File: config.mk
export PLATFORM = sky130hd
export DESIGN_NAME = bus_write_regfile
export DESIGN_NICKNAME = d
export VERILOG_FILES = /design/src/rtl/bus_pkg.sv /design/src/rtl/bus_reg_cell.sv /design/src/rtl/bus_write_regfile.sv
export SDC_FILE = /design/constraint.sdc
export NUM_CORES = 1
export LEC_CHECK = 0
export ABC_CLOCK_PERIOD_IN_PS = 1800
export BUFFER_PORTS_ARGS = -buffer_cell sky130_fd_sc_hd__buf_2
export CAP_MARGIN = 15
export CORE_MARGIN = 5
export CORE_UTILIZATION = 50
export DETAILED_ROUTE_END_ITERATION = 7
export PLACE_DENSITY = 0.76
export RECOVER_POWER = 50
export REMOVE_ABC_BUFFERS = 1
export SLEW_MARGIN = 20
export SYNTH_ARGS = -nofsm -noshare
export SYNTH_HDL_FRONTEND = slang
export SYNTH_SLANG_ARGS = --single-unit
File: constraint.sdc
create_clock -name clock -period 1.8 [get_ports clock]
set_input_delay 0.09 -clock clock [delete_from_list [all_inputs] [get_ports clock]]
set_output_delay 0.09 -clock clock [all_outputs]
set_load 0.05 [all_outputs]
File: src/rtl/bus_pkg.sv
// Shared codes and sizes for the processor data bus (read mux and write-side register file).
package bus_pkg;
  localparam int DW_DEF = 16;
  localparam int AW_DEF = 8;

  // Write codes; read codes use the same values.
  localparam logic [4:0] WR_NONE = 5'd0,  WR_AR  = 5'd1,  WR_DM  = 5'd2,  WR_IR  = 5'd3;
  localparam logic [4:0] WR_PC   = 5'd4,  WR_TAC = 5'd5,  WR_R   = 5'd6,  WR_CI  = 5'd7;
  localparam logic [4:0] WR_CJ   = 5'd8,  WR_CK  = 5'd9,  WR_AA  = 5'd10, WR_AB  = 5'd11;
  localparam logic [4:0] WR_AD   = 5'd12, WR_SI  = 5'd13, WR_SJ  = 5'd14, WR_SK  = 5'd15;
  localparam logic [4:0] WR_AC   = 5'd16, WR_DAR = 5'd17, WR_LAST = 5'd17;

  localparam logic [4:0] RD_AR = WR_AR, RD_DM = WR_DM, RD_IR = WR_IR, RD_PC = WR_PC;
  localparam logic [4:0] RD_TAC = WR_TAC, RD_R = WR_R, RD_CI = WR_CI, RD_CJ = WR_CJ;
  localparam logic [4:0] RD_CK = WR_CK, RD_AA = WR_AA, RD_AB = WR_AB, RD_AD = WR_AD;
  localparam logic [4:0] RD_SI = WR_SI, RD_SJ = WR_SJ, RD_SK = WR_SK, RD_AC = WR_AC;
  localparam logic [4:0] RD_DAR = WR_DAR;

  localparam logic [2:0] INC_NONE = 3'd0, INC_PC = 3'd1, INC_CI = 3'd2, INC_CJ = 3'd3;
  localparam logic [2:0] INC_CK = 3'd4, INC_AR = 3'd5, INC_DAR = 3'd6, INC_AC = 3'd7;

  localparam logic [2:0] CLR_NONE = 3'd0, CLR_CI = 3'd1, CLR_CJ = 3'd2, CLR_CK = 3'd3;
  localparam logic [2:0] CLR_AC = 3'd4, CLR_R = 3'd5, CLR_TAC = 3'd6, CLR_CIJK = 3'd7;

  // Slot indices of the narrow and wide register banks.
  localparam int N_PC = 0, N_IR = 1, N_AR = 2, N_DAR = 3, N_CI = 4, N_CJ = 5, N_CK = 6;
  localparam int N_SI = 7, N_SJ = 8, N_SK = 9, N_AA = 10, N_AB = 11, N_AD = 12, NN = 13;
  localparam int W_TAC = 0, W_R = 1, W_AC = 2, NW = 3;
endpackage

File: src/rtl/bus_reg_cell.sv
// One architectural register: load beats clear beats increment; flags any overlap.
module bus_reg_cell #(
  parameter int W = 8
) (
  input  logic         clock,
  input  logic         rst_n,
  input  logic         ld,
  input  logic         clr,
  input  logic         inc,
  input  logic [W-1:0] din,
  output logic [W-1:0] q,
  output logic         conflict
);
  logic [W-1:0] val_q, val_d;

  always_comb begin
    val_d = val_q;
    if (ld)       val_d = din;
    else if (clr) val_d = '0;
    else if (inc) val_d = val_q + W'(1);
  end

  always_ff @(posedge clock or negedge rst_n)
    if (!rst_n) val_q <= '0;
    else        val_q <= val_d;

  assign q        = val_q;
  assign conflict = (ld & clr) | (ld & inc) | (clr & inc);
endmodule

File: src/rtl/bus_write_regfile.sv
// Write side of the data bus: decodes write/inc/clr codes onto per-register cells,
// drives the data-memory strobe and keeps the z, conflict and illegal flags.
module bus_write_regfile
  import bus_pkg::*;
#(
  parameter int DW = DW_DEF,
  parameter int AW = AW_DEF
) (
  input  logic          clock,
  input  logic          rst_n,
  input  logic [4:0]    write,
  input  logic [DW-1:0] busin,
  input  logic [2:0]    inc,
  input  logic [2:0]    clr,
  output logic [AW-1:0] PC, IR, AR, DAR, CI, CJ, CK, SI, SJ, SK, AA, AB, AD,
  output logic [DW-1:0] TAC, R, AC,
  output logic          dm_we,
  output logic [AW-1:0] dm_addr,
  output logic [DW-1:0] dm_wdata,
  output logic          z,
  output logic          conflict,
  output logic          illegal
);
  logic [NN-1:0]         n_ld, n_clr, n_inc, n_cf;
  logic [NN-1:0][AW-1:0] n_q;
  logic [NW-1:0]         w_ld, w_clr, w_inc, w_cf;
  logic [NW-1:0][DW-1:0] w_q;

  always_comb begin
    n_ld = '0;
    w_ld = '0;
    case (write)
      WR_AR:   n_ld[N_AR]  = 1'b1;
      WR_IR:   n_ld[N_IR]  = 1'b1;
      WR_PC:   n_ld[N_PC]  = 1'b1;
      WR_TAC:  w_ld[W_TAC] = 1'b1;
      WR_R:    w_ld[W_R]   = 1'b1;
      WR_CI:   n_ld[N_CI]  = 1'b1;
      WR_CJ:   n_ld[N_CJ]  = 1'b1;
      WR_CK:   n_ld[N_CK]  = 1'b1;
      WR_AA:   n_ld[N_AA]  = 1'b1;
      WR_AB:   n_ld[N_AB]  = 1'b1;
      WR_AD:   n_ld[N_AD]  = 1'b1;
      WR_SI:   n_ld[N_SI]  = 1'b1;
      WR_SJ:   n_ld[N_SJ]  = 1'b1;
      WR_SK:   n_ld[N_SK]  = 1'b1;
      WR_AC:   w_ld[W_AC]  = 1'b1;
      WR_DAR:  n_ld[N_DAR] = 1'b1;
      default: ;
    endcase

    n_inc = '0;
    w_inc = '0;
    case (inc)
      INC_PC:  n_inc[N_PC]  = 1'b1;
      INC_CI:  n_inc[N_CI]  = 1'b1;
      INC_CJ:  n_inc[N_CJ]  = 1'b1;
      INC_CK:  n_inc[N_CK]  = 1'b1;
      INC_AR:  n_inc[N_AR]  = 1'b1;
      INC_DAR: n_inc[N_DAR] = 1'b1;
      INC_AC:  w_inc[W_AC]  = 1'b1;
      default: ;
    endcase

    n_clr = '0;
    w_clr = '0;
    case (clr)
      CLR_CI:   n_clr[N_CI]  = 1'b1;
      CLR_CJ:   n_clr[N_CJ]  = 1'b1;
      CLR_CK:   n_clr[N_CK]  = 1'b1;
      CLR_AC:   w_clr[W_AC]  = 1'b1;
      CLR_R:    w_clr[W_R]   = 1'b1;
      CLR_TAC:  w_clr[W_TAC] = 1'b1;
      CLR_CIJK: begin
        n_clr[N_CI] = 1'b1;
        n_clr[N_CJ] = 1'b1;
        n_clr[N_CK] = 1'b1;
      end
      default: ;
    endcase
  end

  for (genvar i = 0; i < NN; i++) begin : g_narrow
    bus_reg_cell #(.W(AW)) u_cell (
      .clock(clock), .rst_n(rst_n), .ld(n_ld[i]), .clr(n_clr[i]), .inc(n_inc[i]),
      .din(busin[AW-1:0]), .q(n_q[i]), .conflict(n_cf[i])
    );
  end

  for (genvar i = 0; i < NW; i++) begin : g_wide
    bus_reg_cell #(.W(DW)) u_cell (
      .clock(clock), .rst_n(rst_n), .ld(w_ld[i]), .clr(w_clr[i]), .inc(w_inc[i]),
      .din(busin), .q(w_q[i]), .conflict(w_cf[i])
    );
  end

  logic          dm_we_q, dm_we_d, z_q, z_d, conflict_q, conflict_d, illegal_q, illegal_d;
  logic [DW-1:0] dm_wdata_q, dm_wdata_d;

  always_comb begin
    dm_we_d    = (write == WR_DM);
    dm_wdata_d = dm_we_d ? busin : dm_wdata_q;
    conflict_d = conflict_q | (|n_cf) | (|w_cf);
    illegal_d  = illegal_q | (write > WR_LAST);
    // Zero test of AC's next value, following the cell's priority order.
    if (w_ld[W_AC])       z_d = (busin == '0);
    else if (w_clr[W_AC]) z_d = 1'b1;
    else if (w_inc[W_AC]) z_d = &w_q[W_AC];
    else                  z_d = (w_q[W_AC] == '0);
  end

  always_ff @(posedge clock or negedge rst_n)
    if (!rst_n) begin
      dm_we_q    <= 1'b0;
      dm_wdata_q <= '0;
      z_q        <= 1'b1;
      conflict_q <= 1'b0;
      illegal_q  <= 1'b0;
    end else begin
      dm_we_q    <= dm_we_d;
      dm_wdata_q <= dm_wdata_d;
      z_q        <= z_d;
      conflict_q <= conflict_d;
      illegal_q  <= illegal_d;
    end

  assign PC  = n_q[N_PC];
  assign IR  = n_q[N_IR];
  assign AR  = n_q[N_AR];
  assign DAR = n_q[N_DAR];
  assign CI  = n_q[N_CI];
  assign CJ  = n_q[N_CJ];
  assign CK  = n_q[N_CK];
  assign SI  = n_q[N_SI];
  assign SJ  = n_q[N_SJ];
  assign SK  = n_q[N_SK];
  assign AA  = n_q[N_AA];
  assign AB  = n_q[N_AB];
  assign AD  = n_q[N_AD];
  assign TAC = w_q[W_TAC];
  assign R   = w_q[W_R];
  assign AC  = w_q[W_AC];

  assign dm_we    = dm_we_q;
  assign dm_addr  = n_q[N_DAR];
  assign dm_wdata = dm_wdata_q;
  assign z        = z_q;
  assign conflict = conflict_q;
  assign illegal  = illegal_q;
endmodule

==> run summary, run 1 <==
Status = finished, final reports clean
Area leader, netlist = dfrtp_1
Core Util, Final = 62.85%
Crit-path max FO = 8
Largest net degree at the start of global routing = 46
DP HPWL = 16.24 mm
Die span in x = 136.1 µm
Nets@finish = 1,034
Antenna violations before repair = 0
Row count = 46
Min-Delay Path Class = in -> reg
FMAX = 573.1 MHz
Clock network fraction of design power = 24.8%
# port buffers = 208
P_leak = 0.004556 µW
Global-route wire length before repair = 35.76 mm
Clk root buf = clkbuf_16
Layout Skew = 0.005095 ns
Psw = 6144 µW
Antenna Cells = 0
Setup CP Type = in -> reg
Setup violators final = 0
Predominant post-synthesis flop cell = dfrtp_1
Initial Util = 50.42%
Seq/Total Area, Yosys = 54.15%
Max transition margin = 29.00%
Logic pwr share = 37.6%
Height of the die = 136.1 µm
Distinct cells, synth = 50
Worst vdd ir = 0.0008755 V
Sink Count = 172
Top cells by count, synth = dfrtp_1 (171), nand2_1 (169), o21ai_0 (55)
Maxcap violations = 0
Total power = 13,900 µW
Mean Syn Cell Area = 10.34 µm²
Clock latency at the later pin of the worst-skew pair = 0.42 ns
Period minus WS final = 1.745 ns
Worst Path Required = 2.10 ns
Ranking of synthesized cells by area = dfrtp_1 (54%), nand2_1 (8.0%), mux2_2 (6.8%)
Cell internal pwr = 7757 µW
Final ANT Viol Nets = 0
Worst r2r src = g_wide[2].u_cell.q[7]
Share of layout cells above drive strength 1 = 25.07%
RSZ-0062 raised after global routing = no
Non-Filler Instances = 1,225
Mapped Cells = 769
Crit share post-route = 96.94%
Global placement routability congestion = 0.8859
GRT Resource Usage Total = 24.96%
Worst slew pin tran = 1.065 ns
Cts bufs inserted = 17
Number of global-route vias before repair = 6,594
Sw Ratio = 44.20%
Post-synth top area share = 53.82%
Ports = 209
Vias/cell = 5.367
Core footprint = 15,770 µm²
CTS tree = built
Setup TNS = 0 ns
Critical Path Start Type = input port
Setup crit end kind = flip-flop
Register share of total power = 37.6%
Post-synth EDFFs = 0
Clock transition at path regs = 0.06 ns
Clk buf depth = 2
Setup bufs post-CTS = 0
R2R Setup Slk = 0.28 ns
Final hold violations = 0
GRT overflow = 0
Synthesized cell area = 7951 µm²
Vias = 6,574
Drt initial violations = 457
DRC violations left = 0
Post-synthesis register bit count = 172
Detailed Route WL = 22.60 mm
Die Area = 18,520 µm²
# fillers = 1,365
Ys Warns = 0
Share of flip-flops with an asynchronous set or reset = 100.0%
Arrival @ worst endpoint = 2.05 ns
H-Tree Level Count = 4
Pwr dens = 1402 nW/µm²
CP startpoint = write[2]
P&R area growth vs syn = 24.66%
DR WL/cell = 18.45 µm
Fin. max-slew vios = 0
Placed Instances = 1,182
Router iterations before antenna repair = 6
Min-Delay Startpoint = busin[7]
Most common cell in the netlist = dfrtp_1
[power groups by stage]
stage	clock, µW	sequential (µW)	combinational [µW]
detailed placement	0	5270	5350
finish	3450	5220	5230
global placement	0	5250	5270
floorplan	0	8140	933
global route	3710	5330	5500
CTS	3510	5210	5380
[registers in the layout (all words and copies together), names as in the netlist]
register,count
conflict,1
dm_wdata,16
dm_we,1
g_narrow.u_cell.q,104
g_wide.u_cell.q,48
illegal,1
z,1
[path summary, 6_finish.rpt]
kind / end / cells past startpoint
max in group asynchronous: g_narrow[7].u_cell.q[7] / 3
max: g_narrow[10].u_cell.q[1] / 5
max reg2reg: g_wide[2].u_cell.q[14] / 5
min reg2reg: illegal / 1
min in group asynchronous: g_wide[2].u_cell.q[8] / 2
min: dm_wdata[7] / 3
[critical path: stages]
cell and delay, ns:
dlygate4sd3_1 0.54, buf_2 0.15, or3b_1 0.49, or2_1 0.40
mux2_1 0.37
[routing by layer]
layer | share of wire (%) | track usage [%] | up-vias
li1 | - | - | 3095
met1 | 42 | 33.10 | 3199
met2 | 48 | 39.49 | 239
met3 | 7.2 | 6.255 | 41
met4 | 3.0 | 10.02 | 0
met5 | 0 | 0 | -
[layout by cell type (no fill, tap or decap), drive strengths merged, types with 14 or more instances in the layout]
| cell | instances |
|---|---|
| nand4 | 14 |
| xnor2 | 22 |
| and3 | 16 |
| clkbuf | 116 |
| buf | 156 |
| nand3 | 14 |
| a21oi | 16 |
| mux2 | 56 |
| xor2 | 32 |
| nand2 | 169 |
| a22o | 16 |
| nor2 | 32 |
| dfrtp | 171 |
| o21ai | 70 |
[final cells by class]
cell class                      count  area, µm²  share of cell area (%)
Clock buffer                       22      464.2                   4.683
Inverter                            5      18.77                  0.1893
Clock inverter                      9      88.84                  0.8962
Sequential cell                   172       4305                   43.44
Timing Repair Buffer              262       1384                   13.96
Tap cell                          216      270.3                   2.727
Multi-Input combinational cell    539       3381                   34.11
[cells by family after synthesis]
kind of cell / after synthesis / synth area share, %
multiplexers: 61 / 8.560
flip-flops: 172 / 54.15
AO/OA/AOI/OAI: 118 / 8.922
XOR/XNOR: 54 / 5.948
AND/OR/NAND/NOR: 298 / 17.75
buffers and inverters: 58 / 3.415
adder cells (fa/ha/maj): 8 / 1.259
[per-stage QoR]
| step | worst slack [ns] | cell area (µm²) | hold WS (ns) |
|---|---|---|---|
| after floorplan | -0.1817 | 7699 | -0.2056 |
| after global placement | 0.1874 | 9371 | 0.03266 |
| after detailed placement | 0.1784 | 9371 | 0.03846 |
| after CTS | 0.06585 | 10040 | 0.02345 |
| after global routing | 0.01181 | 9912 | 0.03379 |
| final | 0.05505 | 9912 | 0.03317 |
[what timing repair did]
action                     CTS  global route
hold buffers                12             0
hold endpoints to repair   149             0
setup endpoints to repair    0             4
resized for setup            0             2
(Power assumes the default switching activity.)
==> run 2, diff against run 1 <==
Settings changed: CELL_PAD_IN_SITES_DETAIL_PLACEMENT set to 1, CELL_PAD_IN_SITES_GLOBAL_PLACEMENT set to 1, CORE_UTILIZATION 50 to 40, PLACE_DENSITY 0.76 to not set, PLACE_DENSITY_LB_ADDON set to 0.1.
==> run 2 against run 1 <==
Net effect: sequential share of layout area decreased by 0.94 points; clock skew increased by 0.0074 ns; sequential power about the same; worst setup slack improved by 0.014 ns; non-clock buffer count increased by 1; core utilization decreased by 11 points; first-iteration DRC count decreased by 29%; largest power group unchanged; global-route usage decreased by 2.0 points.
==> run summary, run 2 (synthesis gave the netlist of run 1 again) <==
Status = finished, final reports clean
Non-Filler Instances = 1,277
DR WL/cell = 19.93 µm
Commonest non-fill, non-tap cell in the layout = buf_2
Clk buf depth = 2
Initial Util = 40.72%
Commonest non-fill, non-tap cells in the layout = buf_2 (207), dfrtp_1 (171), nand2_1 (169)
Min-Delay Path Class = in -> reg
P&R area growth vs syn = 27.43%
Antenna violations before repair = 2
Top Family by Delay on Critical Path = simple AND/OR/NAND/NOR gates
Clock latency at the later pin of the worst-skew pair = 0.43 ns
Critical path buffers and inverters = 2
Worst slew pin tran = 1.119 ns
Max transition margin = 25.40%
Critical Path Slowest Stage Cell = dlygate4sd3_1
Die span in x = 151.0 µm
Clock transition at path regs = 0.06 ns
# fillers = 2,264
Global-route wire length before repair = 40.03 mm
Register area = 4305 µm²
Nets@finish = 1,035
GRT Resource Usage Total = 22.93%
Largest register FFs = 104
Setup bufs post-CTS = 0
Share of layout cells above drive strength 1 = 34.32%
Worst vdd ir = 0.0006769 V
Cts bufs inserted = 17
R2R Setup Slk = 0.26 ns
DRC violations left = 0
Vias = 6,646
P_leak = 0.004882 µW
Die Area = 22,800 µm²
Period minus WS final = 1.731 ns
Crit-path max FO = 6
Largest net degree at the start of global routing = 56
Pwr dens = 1401 nW/µm²
Detailed Route WL = 25.45 mm
Ports = 209
Clk root buf = clkbuf_16
Sink Count = 172
Setup CP Type = in -> reg
Layout Skew = 0.01248 ns
Core footprint = 19,530 µm²
# port buffers = 208
Global placement routability congestion = 0.8056
Fin. max-slew vios = 0
Arrival @ worst endpoint = 2.02 ns
Setup crit end kind = flip-flop
Final ANT Viol Nets = 0
Vias/cell = 5.204
Critical Path Start Type = input port
Router iterations before antenna repair = 4
Maxcap violations = 0
Setup TNS = 0 ns
Worst Path Required = 2.09 ns
DP HPWL = 18.74 mm
Core Util, Final = 51.89%
Height of the die = 151.0 µm
Worst path cell trace = dlygate4sd3_1 -> buf_2 -> or3b_1 -> nor2_1 -> o21ai_0 -> nand4b_1 -> or4_1
Drt initial violations = 325
H-Tree Level Count = 4
Setup violators final = 0
Final hold violations = 0
Worst stage delay on the critical path = 0.54 ns
Multi-input logic area = 3397 µm²
Crit share post-route = 96.16%
Number of global-route vias before repair = 6,998
Row count = 51
GRT overflow = 0
RSZ-0062 raised after global routing = yes
Placed Instances = 1,232
FMAX = 577.7 MHz
CTS tree = built
## run 2: changes by cell type in the layout (fill, tap and decap cells not counted), sizes merged
cell / before / now
clkbuf: 116 / 22
diode: 0 / 1
buf: 156 / 247
inv: 7 / 11
clkinv: 3 / 4
## run 2: cell type report
| cell class | count | area share (%) |
|---|---|---|
| diodes | 1 | 0.02470 |
| clock buffers | 18 | 4.236 |
| clock inverters | 14 | 1.334 |
| inverters | 5 | 0.1852 |
| multi-input cells | 539 | 33.53 |
| flip-flops and latches | 172 | 42.49 |
| well taps | 265 | 3.272 |
| repair buffers | 263 | 14.93 |
## run 2: timing repair
item,CTS,global route
hold endpoints to repair,145,0
hold buffers,12,0
gates resized for setup,0,3
endpoints found under the setup margin,0,23
## run 2: final timing paths
kind                                   startpoint                      end  cells past startpoint
hold reg to reg                       dm_wdata[1]              dm_wdata[1]                      2
hold / removal                           write[1]                  illegal                      3
min in group asynchronous                   rst_n  g_narrow[4].u_cell.q[7]                      2
setup / recovery                         write[2]                 conflict                      7
max in group asynchronous                   rst_n                        z                      3
setup reg to reg           g_wide[2].u_cell.q[10]   g_wide[2].u_cell.q[15]                      5
## run 2: report_power, final
part | internal, µW | total, µW | leakage, µW | switching, µW
clock network | 1940 | 3550 | 0.000270 | 1620
logic | 1280 | 5410 | 0.00241 | 4130
registers | 4610 | 5230 | 0.00220 | 625
total | 7820 | 14200 | 0.00488 | 6370
## run 2: worst register-to-register path: stages (launching register included)
cell and delay (ns):
dfrtp_1 0.44, and4_1 0.28, nand4_1 0.18, nor3_1 0.26, xnor2_1 0.16, o21ai_0 0.10
## run 2: per-layer routing
layer / vias to the layer above / track usage (%) / share of wire, %
met4: 2 / 5.666 / 1.0
met1: 3370 / 30.61 / 45
met3: 24 / 6.912 / 6.7
met5: - / 0 / 0.028
met2: 164 / 36.79 / 48
li1: 3086 / - / -
## run 2: metrics by stage
step	setup WS [ns]	instance area, µm²	hold slack, ns	total power (µW)
6_report	0.06913	10130	0.02976	14190
4_1_cts	0.02656	10130	0.01725	14330
2_1_floorplan	-0.1817	7699	-0.2056	9077
5_1_grt	-0.01414	10130	0.02426	14870
3_3_place_gp	0.1820	9447	0.04575	10620
3_5_place_dp	0.09574	9447	0.03860	10720
